**config.mk**
```make
export PLATFORM = sky130hd
export DESIGN_NAME = output_pad_streamer
export DESIGN_NICKNAME = d
export VERILOG_FILES = /design/src/rtl/output_pad_streamer.sv
export SDC_FILE = /design/constraint.sdc
export NUM_CORES = 1
export LEC_CHECK = 0
export CORE_MARGIN = 3
export CORE_UTILIZATION = 40
export CTS_CLUSTER_DIAMETER = 60
export DETAILED_ROUTE_END_ITERATION = 16
export PLACE_DENSITY_LB_ADDON = 0.2
export SLEW_MARGIN = 20
export SYNTH_ARGS = -nofsm -noshare
export SYNTH_HDL_FRONTEND = slang
export SYNTH_SLANG_ARGS = --single-unit
```
**constraint.sdc**
```tcl
create_clock -name clk -period 3.66 [get_ports clk]
set_input_delay 0.732 -clock clk [delete_from_list [all_inputs] [get_ports clk]]
set_output_delay 0.732 -clock clk [all_outputs]
set_load 0.01 [all_outputs]
```
**src/rtl/output_pad_streamer.sv**
```systemverilog
// Core-to-pad streamer: buffers core words in a small FIFO and shows each on the output pads with a held strobe.
// Optional OUTPUT_PARITY_EN: the top data bit carries even parity of the lower data bits instead of in_data[DW-1].
module output_pad_streamer #(
    parameter int NUM_OUTPUT_PADS = 32,
    parameter int FIFO_DEPTH      = 4,
    parameter int HOLD_CYCLES     = 4
) (
    input  logic                          clk,
    input  logic                          rst_n,
    input  logic [NUM_OUTPUT_PADS-2:0]    in_data,
    input  logic                          in_valid,
    output logic                          in_ready,
    output logic [NUM_OUTPUT_PADS-1:0]    output_out,
    output logic [$clog2(FIFO_DEPTH):0]   fifo_level,
    output logic                          busy
);
    localparam int DW = NUM_OUTPUT_PADS - 1;
    localparam int AW = $clog2(FIFO_DEPTH);
    localparam int CW = (HOLD_CYCLES > 1) ? $clog2(HOLD_CYCLES) : 1;

    localparam logic [1:0] IDLE   = 2'd0;
    localparam logic [1:0] SETUP  = 2'd1;
    localparam logic [1:0] STROBE = 2'd2;
    localparam logic [1:0] GAP    = 2'd3;

    localparam logic [CW-1:0] HOLD_LOAD = CW'(HOLD_CYCLES - 1);
    localparam logic [AW:0]   FULL_LVL  = (AW+1)'(FIFO_DEPTH);

    logic [DW-1:0] mem_q [FIFO_DEPTH];
    logic [AW-1:0] wr_ptr_q, wr_ptr_d;
    logic [AW-1:0] rd_ptr_q, rd_ptr_d;
    logic [AW:0]   level_q, level_d;
    logic [1:0]    state_q, state_d;
    logic [CW-1:0] cnt_q, cnt_d;
    logic [DW-1:0] data_q, data_d;
    logic          strobe_q, strobe_d;
    logic [DW-1:0] wr_word;
    logic          push;
    logic          pop;

`ifdef OUTPUT_PARITY_EN
    logic unused_top_bit;
    assign unused_top_bit = in_data[DW-1];
    assign wr_word = {^in_data[DW-2:0], in_data[DW-2:0]};
`else
    assign wr_word = in_data;
`endif

    // Ready comes from the registered level only, so a full FIFO never takes a word even on a popping edge.
    assign in_ready   = (level_q < FULL_LVL);
    assign push       = in_valid && in_ready;
    assign pop        = ((state_q == IDLE) || (state_q == GAP)) && (level_q != '0);
    assign fifo_level = level_q;
    assign busy       = (state_q != IDLE) || (level_q != '0);
    assign output_out = {strobe_q, data_q};

    always_ff @(posedge clk) begin
        if (push) begin
            mem_q[wr_ptr_q] <= wr_word;
        end
    end

    always_comb begin
        wr_ptr_d = wr_ptr_q;
        rd_ptr_d = rd_ptr_q;
        level_d  = level_q;
        if (push) begin
            wr_ptr_d = wr_ptr_q + AW'(1);
        end
        if (pop) begin
            rd_ptr_d = rd_ptr_q + AW'(1);
        end
        if (push && !pop) begin
            level_d = level_q + (AW+1)'(1);
        end else if (pop && !push) begin
            level_d = level_q - (AW+1)'(1);
        end
    end

    // Data only reloads on the way into SETUP, so the pads never change under a high strobe.
    always_comb begin
        state_d = state_q;
        cnt_d   = cnt_q;
        data_d  = data_q;
        case (state_q)
            IDLE: begin
                if (pop) begin
                    data_d  = mem_q[rd_ptr_q];
                    state_d = SETUP;
                end
            end
            SETUP: begin
                cnt_d   = HOLD_LOAD;
                state_d = STROBE;
            end
            STROBE: begin
                if (cnt_q == '0) begin
                    state_d = GAP;
                end else begin
                    cnt_d = cnt_q - CW'(1);
                end
            end
            GAP: begin
                if (pop) begin
                    data_d  = mem_q[rd_ptr_q];
                    state_d = SETUP;
                end else begin
                    state_d = IDLE;
                end
            end
            default: begin
                state_d = IDLE;
            end
        endcase
        strobe_d = (state_d == STROBE);
    end

    always_ff @(posedge clk or negedge rst_n) begin
        if (!rst_n) begin
            wr_ptr_q <= '0;
            rd_ptr_q <= '0;
            level_q  <= '0;
            state_q  <= IDLE;
            cnt_q    <= '0;
            data_q   <= '0;
            strobe_q <= 1'b0;
        end else begin
            wr_ptr_q <= wr_ptr_d;
            rd_ptr_q <= rd_ptr_d;
            level_q  <= level_d;
            state_q  <= state_d;
            cnt_q    <= cnt_d;
            data_q   <= data_d;
            strobe_q <= strobe_d;
        end
    end

endmodule

```
==> impl_metrics.toml <==
[status]
status = "finished, final reports clean"

[floorplanning]
ios = 71
core_area_sq_um = 15500
die_area_sq_um = 17700
rows = 45
die_width_microns = 133
dieHeight_microns = 133
initial_utilization_pct = 41.6

[sta]
hold_viol_final = 0
tns_ps = 0
setup_violations = 0
worst_pin_slew_ps = 852
maxSlewViolCount = 0
skew_ps = 7.12
relSlewSlack_pct = 43.2
fin_crit_ps = 2780
fmax_mhz = 360
fin_crit_sh_pct = 75.9
grt_setup_unrepaired = "false"

[yosys]
avgSynthCellArea_sq_um = 22.1
postSynth.asyncResetShare_pct = 25.7
synth_area_sq_um = 6470
synth_edf_count = 124
synth_top_area_share_pct = 57.5
ys_seq_area_share_pct = 74.2
postSynthCellCount = 293
yosys.area.top_type = "edfxtp_1"
yosysUniqueCellTypes = 25
ys_ff_latch = 167
yosysWarnings = 0
postSynthNetCount = 339
synth_flop_cell = "edfxtp_1"
synthTopCellsByArea = "edfxtp_1 58%, dfrtp_1 17%, mux4_2 9.7%"

[power]
p_leak_nw = 2.91
total_power_mw = 7.16
ir_worst_vdd_mv = 0.433
powerDensity_nw_per_um2 = 893

[critical_path]
critPathTopFamily = "simple AND/OR/NAND/NOR gates"
crit_slowest_cell = "nor3_1"
worstSetupEndpoint = "busy"
timing.rr.start = "fifo_level[0]"
cp-startpoint = "fifo_level[0]"
cp.depth = 3
path_max_fanout = 4
path_cells = "nor3_1 -> nand2_1 -> clkdlybuf4s50_1"
ff2ff_path_depth = 9
cp.arrival_ps = 2050
startpoint_type = "register"
cp.required_ps = 2930
path_class = "reg2out"
r2r-end = "fifo_level[2]"
crit_buf_inv = 1
rrSetupSlack_ps = 1430
end_kind = "output port"
cpPeakStageDelay_ps = 530

[placement]
dp_hpwl_microns = 7240
dp_cells = 573
portBuffers = 70
finalWeightedCongestion = 0.720

[clocking]
cts_htree_levels = 4
clk_pin_slew_ps = 60
numClockSinks = 167
cts_tree = "done"
cts_made_buffers = 17
post_cts_resized = 0
root_buffer = "clkbuf_16"
clk_path_buf_depth = 2
clk_latency_ps = 420
cts_setup_buffers = 0
cts_hold_repair.buffers = 0

[drt]
wirelength_microns = 11400
dr.pass1.iters = 4
drtIter0Drc = 241
viasPerCell = 4.87
drc = 0
routed-via-count = 2948
antenna_left = 0
post_drt_wl_per_cell_microns = 18.9

[global_routing]
grt_pass1_wl_microns = 18600
grt_max_degree = 44
antenna_found_initial = 0
grt_overflow_total = 0
track_usage_pct = 14.1
grt_pass1_vias = 3255

[run]
cap_violations = 0

[cells_and_area]
num_antenna_cells = 0
final_nets = 427
synthToLayoutAreaGrowth_pct = 23.9
layout_commonest_cell = "edfxtp_1"
utilization_pct = 51.6
final_cell_mix = "124 x edfxtp_1, 69 x clkdlybuf4s50_1, 41 x dfrtp_1"
layout-drive-gt1-share_pct = 26.9
final_cells = 605

[worst_hold_path]
hold_class = "in2async"
final cells by class:
type,instances,area [sq um]
Clock buffer,21,450
Timing Repair Buffer,81,781
Fill cell,1267,7520
Clock inverter,11,155
Tap cell,211,264
Inverter,9,33.8
Sequential cell,167,4800
Multi-Input combinational cell,105,1530
worst reg2reg max path: cells and delay by family, from the launching register on:
family	cells	cell delay (ps)
buffers and inverters	2	200
adders and majority gates	2	570
xor gates and xnor gates	2	270
and+or+nand+nor	3	680
DFF	1	440
report_power, final:
group / total (mW) / switching (mW) / internal, mW
logic: 2.49 / 0.974 / 1.52
registers: 2.84 / 0.315 / 2.52
clock network: 1.83 / 0.681 / 1.15
how the worst min path moves through the flow:
stage / slack, ps / to / start / cells past startpoint
after detailed placement: 490 / data_q[18] / data_q[18] / 1
after global routing: 360 / strobe_q / rst_n / 1
after global placement: 490 / data_q[2] / data_q[2] / 1
final: 330 / strobe_q / rst_n / 1
after CTS: 510 / data_q[26] / data_q[26] / 1
after floorplan: 440 / cnt_q[0] / rst_n / 0
state kept, by name, indices dropped and copies added (netlist names):
signal and cells:
wr_ptr_q 2, data_q 31, cnt_q 2, mem_q 124
strobe_q 1, state_q 2, rd_ptr_q 2, fifo_level 3
through the flow:
step	hold WS, ps	setup slack (ps)	area, sq um
6_report	325	880	8020
5_1_grt	356	729	8020
4_1_cts	515	853	8010
3_5_place_dp	492	745	7410
3_3_place_gp	495	807	7410
2_1_floorplan	436	1220	6470
logic make-up after synthesis:
group           synth area share [%]
compound gates                 0.406
simple gates                    1.51
flops                           74.2
buf+inv                         2.38
fa+ha+maj                       2.44
mux                             18.2
xor+xnor                       0.947
synthesized netlist by cell type (3+ instances only):
| cell | count |
|---|---|
| mux4_2 | 28 |
| dfrtp_1 | 43 |
| mux2_2 | 4 |
| edfxtp_1 | 124 |
| buf_4 | 3 |
| nor2b_1 | 4 |
| ha_1 | 11 |
| mux4_1 | 3 |
| nor2_1 | 3 |
| xnor2_1 | 4 |
| nor3_1 | 3 |
| and2_1 | 5 |
| mux2_4 | 28 |
| buf_12 | 3 |
| inv_1 | 9 |
| xor2_1 | 3 |
per-layer routing:
layer	vias up	global-route usage [%]	wire [microns]
met2	72	20.9	5390
met4	0	4.97	154
li1	1328	-	-
met5	-	0	0
met1	1534	19.6	5350
met3	14	4.91	517
No activity file was read; power rests on OpenSTA's default activity.
